## config.mk

```make
export PLATFORM = sky130hd
export DESIGN_NAME = wb_trace_serializer
export DESIGN_NICKNAME = d
export VERILOG_FILES = /design/src/rtl/wb_trace_serializer.sv
export SDC_FILE = /design/constraint.sdc
export NUM_CORES = 1
export LEC_CHECK = 0
export BUFFER_PORTS_ARGS = -buffer_cell sky130_fd_sc_hd__buf_2
export CAP_MARGIN = 20
export CORE_MARGIN = 5
export CORE_UTILIZATION = 66
export DETAILED_ROUTE_END_ITERATION = 16
export HOLD_SLACK_MARGIN = 0.12
export PLACE_DENSITY_LB_ADDON = 0.1
export REMOVE_ABC_BUFFERS = 1
export SYNTH_ARGS = -nofsm -noshare
export SYNTH_HDL_FRONTEND = slang
export SYNTH_SLANG_ARGS = --single-unit
```

## constraint.sdc

```tcl
create_clock -name clk -period 13.7 [get_ports clk]
set_input_delay 2.74 -clock clk [delete_from_list [all_inputs] [get_ports clk]]
set_output_delay 2.74 -clock clk [all_outputs]
set_load 0.01 [all_outputs]
```

## src/rtl/wb_trace_serializer.sv

```systemverilog
// Captures one selected writeback trace field per retired instruction into a FIFO
// and streams each buffered word MSB-first as eight 4-bit nibbles on the debug pins.
module wb_trace_serializer #(
    parameter int FIFO_DEPTH = 16,
    parameter int DIV        = 4
) (
    input  logic        clk,
    input  logic        rst,
    input  logic [31:0] debug_wb_pc,
    input  logic [31:0] debug_wb_instr,
    input  logic [31:0] debug_wb_rf_wdata,
    input  logic [1:0]  mode,
    output logic [3:0]  data,
    output logic        data_valid,
    output logic        data_sof,
    output logic        overflow
);
    localparam int AW = $clog2(FIFO_DEPTH);
    localparam int DW = (DIV > 1) ? $clog2(DIV) : 1;
    localparam logic [DW-1:0] DIV_LAST = DW'(DIV - 1);

    typedef enum logic {
        IDLE,
        SHIFT
    } state_t;

    state_t        state_q, state_d;
    logic [31:0]   last_pc_q, last_pc_d;
    logic [1:0]    mode_q, mode_d;
    logic [AW:0]   wr_ptr_q, wr_ptr_d;
    logic [AW:0]   rd_ptr_q, rd_ptr_d;
    logic [31:0]   mem_q [FIFO_DEPTH];
    logic [31:0]   sr_q, sr_d;
    logic [2:0]    nib_idx_q, nib_idx_d;
    logic [DW-1:0] div_cnt_q, div_cnt_d;
    logic          overflow_q, overflow_d;
    logic [3:0]    data_q, data_d;
    logic          data_valid_q, data_valid_d;
    logic          data_sof_q, data_sof_d;

    logic          wb_event;
    logic          flush;
    logic          empty;
    logic          full;
    logic          pop;
    logic          push;
    logic [AW-1:0] wr_addr;
    logic [31:0]   field;

    always_comb begin
        wb_event  = (debug_wb_pc != last_pc_q) && (debug_wb_pc != '0);
        flush     = (mode != mode_q);
        empty     = (wr_ptr_q == rd_ptr_q);
        full      = (wr_ptr_q[AW] != rd_ptr_q[AW]) &&
                    (wr_ptr_q[AW-1:0] == rd_ptr_q[AW-1:0]);
        last_pc_d = debug_wb_pc;
        mode_d    = mode;
        case (mode)
            2'd0:    field = debug_wb_pc;
            2'd1:    field = debug_wb_instr;
            default: field = debug_wb_rf_wdata;
        endcase
    end

    // Transmit FSM: a mode change aborts whatever word is on the pins.
    always_comb begin
        state_d   = state_q;
        sr_d      = sr_q;
        nib_idx_d = nib_idx_q;
        div_cnt_d = div_cnt_q;
        pop       = 1'b0;
        if (flush) begin
            state_d   = IDLE;
            nib_idx_d = '0;
            div_cnt_d = '0;
        end else begin
            case (state_q)
                IDLE: begin
                    if (!empty) begin
                        pop       = 1'b1;
                        state_d   = SHIFT;
                        sr_d      = mem_q[rd_ptr_q[AW-1:0]];
                        nib_idx_d = '0;
                        div_cnt_d = '0;
                    end
                end
                SHIFT: begin
                    if (div_cnt_q == DIV_LAST) begin
                        div_cnt_d = '0;
                        if (nib_idx_q == 3'd7) begin
                            nib_idx_d = '0;
                            if (!empty) begin
                                pop  = 1'b1;
                                sr_d = mem_q[rd_ptr_q[AW-1:0]];
                            end else begin
                                state_d = IDLE;
                            end
                        end else begin
                            nib_idx_d = nib_idx_q + 3'd1;
                        end
                    end else begin
                        div_cnt_d = div_cnt_q + 1'b1;
                    end
                end
                default: state_d = IDLE;
            endcase
        end
    end

    // Flush happens before the push so a same-cycle event lands in the emptied FIFO.
    always_comb begin
        rd_ptr_d   = rd_ptr_q;
        wr_ptr_d   = wr_ptr_q;
        overflow_d = overflow_q;
        push       = 1'b0;
        wr_addr    = flush ? '0 : wr_ptr_q[AW-1:0];
        if (flush) begin
            rd_ptr_d   = '0;
            wr_ptr_d   = '0;
            overflow_d = 1'b0;
        end else if (pop) begin
            rd_ptr_d = rd_ptr_q + 1'b1;
        end
        if (wb_event && (mode != 2'd3)) begin
            if (flush || !full || pop) begin
                push = 1'b1;
            end else begin
                overflow_d = 1'b1;
            end
        end
        if (push) begin
            wr_ptr_d = wr_ptr_d + 1'b1;
        end
    end

    always_comb begin
        data_valid_d = (state_d == SHIFT);
        data_sof_d   = (state_d == SHIFT) && (nib_idx_d == 3'd0);
        data_d       = (state_d == SHIFT) ? sr_d[{~nib_idx_d, 2'b00} +: 4] : 4'h0;
    end

    always_ff @(posedge clk) begin
        if (rst) begin
            state_q      <= IDLE;
            last_pc_q    <= '0;
            mode_q       <= '0;
            wr_ptr_q     <= '0;
            rd_ptr_q     <= '0;
            sr_q         <= '0;
            nib_idx_q    <= '0;
            div_cnt_q    <= '0;
            overflow_q   <= 1'b0;
            data_q       <= '0;
            data_valid_q <= 1'b0;
            data_sof_q   <= 1'b0;
        end else begin
            state_q      <= state_d;
            last_pc_q    <= last_pc_d;
            mode_q       <= mode_d;
            wr_ptr_q     <= wr_ptr_d;
            rd_ptr_q     <= rd_ptr_d;
            sr_q         <= sr_d;
            nib_idx_q    <= nib_idx_d;
            div_cnt_q    <= div_cnt_d;
            overflow_q   <= overflow_d;
            data_q       <= data_d;
            data_valid_q <= data_valid_d;
            data_sof_q   <= data_sof_d;
        end
    end

    always_ff @(posedge clk) begin
        if (push) begin
            mem_q[wr_addr] <= field;
        end
    end

    assign data       = data_q;
    assign data_valid = data_valid_q;
    assign data_sof   = data_sof_q;
    assign overflow   = overflow_q;

endmodule

```

# Word level (Yosys, flattened, before mapping)
# Memories as Yosys holds them, arrays and structs flattened. A register that Yosys moved wholly into a read port is not among the register bits.
# Index checks and enable logic that the tools add are counted.
# classes
n_eq_ne,10
mux,35
addsub,4
n_reduce_logical,12
shift,1
n_bitwise,3
# ops
operator,n
$mux 32,4
$pmux 32 s2,2
$ne 32x32->1,1
$reduce_bool 32->1,1
$shiftx 32x6->4,1
$mux 1,14
$mux 3,4
$mux 4,3
$add 5x1->5 const B,2
$mux 5,2
$pmux 3 s2,1
$eq 5x5->1,1
$eq 4x4->1,1
$logic_and 1x1->1,4
$mux 2,2
$ne 2x2->1 const B,2
$pmux 1 s2,2
$pmux 2 s2,1
$reduce_or 2->1,2
$add 3x1->3 const B,1
$eq 3x3->1 const B,1
$logic_not 3->1,1
$not 3->3,1
$add 2x1->2 const B,1
other kinds (8),10
# totals
word_cells,77
memories,1
mem_bits_rw,512
ff_bits,88
output_inout_bits,7
# memory_table
name,words,word_bits,read_ports,rd_clocked_by_memory_dff,write_ports,line,text
mem_q,16,32,1,1,1,32,logic [31:0] mem_q [FIFO_DEPTH];

# Logic depth before layout (Yosys ltp)
# Gate-level depths: netlist of run 1.
# depth
word_depth,11
mapped_depth,10
depth_no_buf,8

# Worst setup path before layout of run 1
# OpenSTA, ideal clock, no wires.
# synth_path
path_type,input -> register
from,input port mode[0]
to,memory mem_q[11][0] (enable)
slack_ns,6.210
path_buffers,2
arrival_time_ns,6.988
setup_time_ns,0.501
required_time_ns,13.199
stages,9
path_cell_list,buf_4 xnor2_1 and2_1 buf_4 nand2_1 inv_1 ha_1 inv_1 nor4_1
# synth_between
elab_chain_len,7
elab_cells_between_ends,11
classes_between,2 x eq/ne; 6 x mux; 3 x reduce/logical
# synth_rtl
item,line,text
from (decl),12,"input logic [1:0] mode,"
$ne 2x2->1,52,flush = (mode != mode_q);
$mux 1 or $logic_or 1x1->1 (tied branches),"72, 125",
$logic_or 1x1->1,125,if (flush || !full || pop) begin
$mux 1,125,
$mux 1,124,if (wb_event && (mode != 2'd3)) begin
$mux 1,173,if (push) begin
$mux 1 (implied by the code),174,mem_q[wr_addr] <= field;
to (decl),32,
# Several ways; a longest one is shown, not always the timed one.

# Final worst setup path of run 1
# layout_path
from,input port mode[0]
to,memory mem_q[7][22] (enable)
# Same word-level chain as after synthesis.

==> flow_metrics.tcl, run 1 <==
set metrics [dict create \
    clock_sinks 604 \
    final_cell_count_no_fill 1979 \
    first_global_vias 12953 \
    async_flop_share 0 \
    cp-start-kind "input port" \
    final_nets 1582 \
    min_period_ns 5.45 \
    worst_ir_drop_vdd_mv 0.117 \
    power.density_nw_per_um2 140 \
    synthDominantCellAreaShare 0.646 \
    synth_area_per_cell_um2 18.0 \
    die_area_um2 40000 \
    fillers 2064 \
    finalPower_uw 3760 \
    row_count 69 \
    port_buffers 106 \
    path_max_fanout 35 \
    drtPass1Iterations 5 \
    fin_tns_setup_ns 0 \
    track_usage 0.284 \
    stdcell_area_um2 26900 \
    routed_wl_um 55100 \
    clock_latency_ns 0.59 \
    synth-seq-cells 604 \
    start_util 0.669 \
    cp.arrival_ns 5.65 \
    run_status "finished, final reports clean" \
    rsz0062_at_grt "false" \
    use_met2 0.455 \
    h-tree-depth 2 \
    routedWlPerCell_um 27.8 \
    skew_ns 0.0143 \
    ys_types 45 \
    drc 0 \
    synthCells 1319 \
    fp.dieW_um 200 \
    use_met1 0.408 \
    tightest_slew_ns 1.12 \
    grt_use_met3 0.0492 \
    drv_cap 0 \
    detailed_place.area_um2 25000 \
    areaGrowthSynthToFinish_pct 13.0 \
    holdWs_ns 0.487 \
    antenna_found_initial 1 \
    cts_tree "done" \
    clkSlewWorstSetupHoldPaths_ns 0.06 \
    synth_area_um2 23800 \
    hold_depth 2 \
    yosys_warnings 0 \
    final_common_cell "edfxtp_1" \
    regArea_um2 17200 \
    first_iter_violations 1445 \
    crit_type "in2reg" \
    post_cts_resized 0 \
    netlist_top_cells_area "edfxtp_1, mux4_2, dfxtp_1, mux2i_1, nand2_1" \
    relSlewSlack 0.252 \
    clockBufferDepth 3 \
    fin_crit_sh 0.398 \
    globalRouteOverflowTotal 0 \
    cts_buffers 57 \
    clock.fmax_ghz 0.184 \
    r2r_slack_ns 9.84 \
    synthFlopType "edfxtp_1" \
    min_path_type "reg2reg" \
    drtAntennaViolNets 0 \
    gp_congestion 0.843 \
    grt_start_max_net_pins 76 \
    layout_common_cells "edfxtp_1, mux4_2, buf_2" \
    gr-max-usage-layer "met2" \
    multiInputGateArea_um2 6260 \
    cts-root-buf "clkbuf_16" \
    rr_worst_depth 9 \
    crit_required_ns 13.90 \
    setup_viol 0 \
    core_um2 35600 \
    synth_top_area_cell "edfxtp_1" \
    leakagePower_uw 0.00893 \
    grt_pass1_wl_um 81900 \
    drv_slew 0 \
    critPathCaptureType "register" \
    fp.dieH_um 200 \
    vias 12714 \
    postCtsHoldBufs 0 \
    top_level_ports 107 \
    synth_enable_flop_cells 512 \
    seq_area_frac_synth 0.723 \
    hpwl_um 34500 \
    post-cts-setup-buffers 0 \
    drive_gt1_frac 0.263 \
    hold_viol 0 \
    viasPerCell 6.42 \
    dp_cells 1871 \
]
-- state kept, by name (all words and copies together), names as in the netlist, named ones only --
name and count:
data_valid 1, overflow 1, rd_ptr_q 5, mode_q 2
data_sof 1, wr_ptr_q 5, data 4, nib_idx_q 3
div_cnt_q 2, last_pc_q 32, sr_q 32, mem_q 512
-- worst max-delay path, cell delays in order --
cell and delay, ns:
buf_2 0.07, buf_4 0.51, xnor2_1 0.17, and2_1 0.31, nand4b_1 0.22, and2_1 0.38, nor3b_1 0.36, and2_2 0.84
-- kinds of logic after synthesis --
family | synth area share
fa+ha+maj | 0.00421
simple gates | 0.0522
compound gates | 0.0310
buf+inv | 0.0161
xor+xnor | 0.0162
mux | 0.157
flops | 0.723
-- stage by stage --
step / setup WS [ns] / utilization
3_3_place_gp: 7.82 / 0.704
3_5_place_dp: 7.66 / 0.704
2_1_floorplan: 6.29 / -
6_report: 8.25 / 0.756
5_1_grt: 8.14 / 0.756
4_1_cts: 8.33 / 0.755
-- final timing paths --
path / from / end
max: mode[0] / mem_q[7][22]$_DFFE_PP_
min: sr_q[13]$_SDFF_PP0_ / sr_q[13]$_SDFF_PP0_
max reg2reg: register / data[0]$_SDFF_PP0_
min reg2reg: sr_q[13]$_SDFF_PP0_ / sr_q[13]$_SDFF_PP0_
-- final cells by class --
class                      instances  area share
multi-input combinational        634       0.233
timing repair buffer             166      0.0366
clock buffer                      84      0.0609
antenna                            1   0.0000930
inverter                          11     0.00154
tap                              461      0.0214
clock inverter                    18     0.00633
sequential                       604       0.640
-- report_power, final --
part	leakage [uW]	switching, uW	internal [uW]
clock	0.000873	634	879
combinational	0.00264	125	73.2
sequential	0.00542	9.07	2040
total	0.00893	768	2990
-- cell usage after synthesis (all sizes together), types with 29 or more instances --
master / instances
a22oi: 34
buf: 41
clkbuf: 29
dfxtp: 92
edfxtp: 512
mux2i: 83
mux4: 128
nand2: 87
nor2: 53
nor2b: 38
o21ai: 33
xnor2: 37
-- layer usage --
metal,vias up,part of all wire
met5,-,0
met4,0,0.034
met3,92,0.088
met2,619,0.49
met1,6474,0.39
li1,5529,-
Note: power is estimated with default switching activity, not from simulation.
==> run 2, diff against run 1 <==
- CORE_UTILIZATION: 66 -> 55
- clock period: 13.7 -> 4.42 ns (I/O delays scaled with it)
==> flow_metrics.tcl, run 2 (synthesis gave the netlist of run 1 again) <==
set metrics [dict create \
    regArea_um2 17200 \
    hold_viol 0 \
    clock.fmax_ghz 0.289 \
    row_count 76 \
    start_util 0.554 \
    routedWlPerCell_um 26.9 \
    gp_congestion 0.829 \
    cp.arrival_ns 3.76 \
    fin_crit_sh 0.783 \
    clkSlewWorstSetupHoldPaths_ns 0.06 \
    first_iter_violations 1358 \
    relSlewSlack 0.391 \
    fillers 3110 \
    run_status "finished, final reports clean" \
    grt_start_max_net_pins 75 \
    h-tree-depth 2 \
    largest_register_ffs 512 \
    finalPower_uw 11500 \
    top_register "mem_q" \
    leakagePower_uw 0.00905 \
    worst_ir_drop_vdd_mv 0.322 \
    core_um2 43000 \
    fp.dieH_um 218 \
    drive_gt1_frac 0.273 \
    skew_ns 0.0121 \
    postCtsHoldBufs 0 \
    layout_common_cells "edfxtp_1, mux4_2, buf_2" \
    globalRouteOverflowTotal 0 \
    fin_util 0.635 \
    drv_cap 0 \
    die_area_um2 47500 \
    dp_cells 2023 \
    drc 0 \
    r2r_slack_ns 1.10 \
    port_buffers 106 \
    drtPass1Iterations 5 \
    drtAntennaViolNets 0 \
    clock_latency_ns 0.61 \
    crit_type "in2reg" \
    clockBufferDepth 3 \
    min_period_ns 3.46 \
    min_path_type "reg2reg" \
    cts-root-buf "clkbuf_16" \
    crit_required_ns 4.72 \
    track_usage 0.246 \
    rsz0062_at_grt "false" \
    post-cts-setup-buffers 0 \
    vias 12699 \
    final_cell_count_no_fill 2129 \
    setup_viol 0 \
    drv_slew 0 \
    cts_tree "done" \
    hpwl_um 37200 \
    cp-start-kind "input port" \
    multiInputGateArea_um2 6260 \
    path_max_fanout 21 \
    routed_wl_um 57300 \
    top_level_ports 107 \
    fp.dieW_um 218 \
    clock_sinks 604 \
    post_cts_resized 0 \
    areaGrowthSynthToFinish_pct 14.7 \
    critPathCaptureType "register" \
    cts_buffers 58 \
    final_nets 1606 \
    viasPerCell 5.96 \
    final_common_cell "edfxtp_1" \
    tightest_slew_ns 0.914 \
    power.density_nw_per_um2 422 \
    min_from "nib_idx_q[2]$_SDFF_PP0_" \
    largestRegisters "mem_q: 512 flops, last_pc_q: 32 flops, sr_q: 32 flops" \
    antenna_found_initial 2 \
    reg2reg_from "last_pc_q[22]$_SDFF_PP0_" \
    critPathLaunch "debug_wb_pc[22]" \
    first_global_vias 12863 \
    grt_pass1_wl_um 85000 \
]
-- run 2: cell types whose count changed in the layout (fill, tap and decap cells not counted), moves of 6 or more --
cell,change
o21ai_1,-7
buf_12,+12
o21ai_0,+7
clkbuf_8,-6
buf_4,+12
clkinv_2,+6
-- run 2: power by group --
group	internal, uW	total, uW	switching (uW)
clock	2530	4550	2020
combinational	235	638	403
sequential	6310	6340	24.9
-- run 2: worst max-delay path: stages --
cell	delay, ns
buf_2	0.15
xnor2_1	0.14
nand4_1	0.19
nor4_1	0.09
a221oi_1	0.66
and2_1	0.46
nor3b_1	0.37
and2_2	0.53
buf_12	0.27
-- run 2: per-layer routing --
layer | global-route usage | vias up | share of wire
li1 | - | 5585 | -
met1 | 0.361 | 6513 | 0.42
met2 | 0.385 | 522 | 0.47
met3 | 0.0551 | 79 | 0.084
met4 | 0.0595 | 0 | 0.023
met5 | 0 | - | 0
-- run 2: final timing paths --
path,endpoint,cells after the start
worst max-delay path,mem_q[4][1]$_DFFE_PP_,9
worst min-delay path,nib_idx_q[2]$_SDFF_PP0_,2
worst max register to register,mem_q[4][1]$_DFFE_PP_,8
worst min register to register,nib_idx_q[2]$_SDFF_PP0_,2
-- run 2: final cells by class --
class	instances	share of cell area
tap	585	0.0268
inverter	11	0.00151
timing repair buffer	189	0.0478
sequential	604	0.631
clock inverter	24	0.00458
antenna	1	0.0000917
multi-input combinational	634	0.229
clock buffer	81	0.0589
-- run 2: through the flow --
stage	cell area [um2]	TNS (ns)	hold slack [ns]	setup WS, ns
floorplan	23500	-244.86	0.451	-2.41
global placement	25600	0	0.466	0.513
detailed placement	25600	0	0.470	0.437
CTS	27300	0	0.479	1.07
global route	27300	0	0.511	0.802
finish	27300	0	0.479	0.960
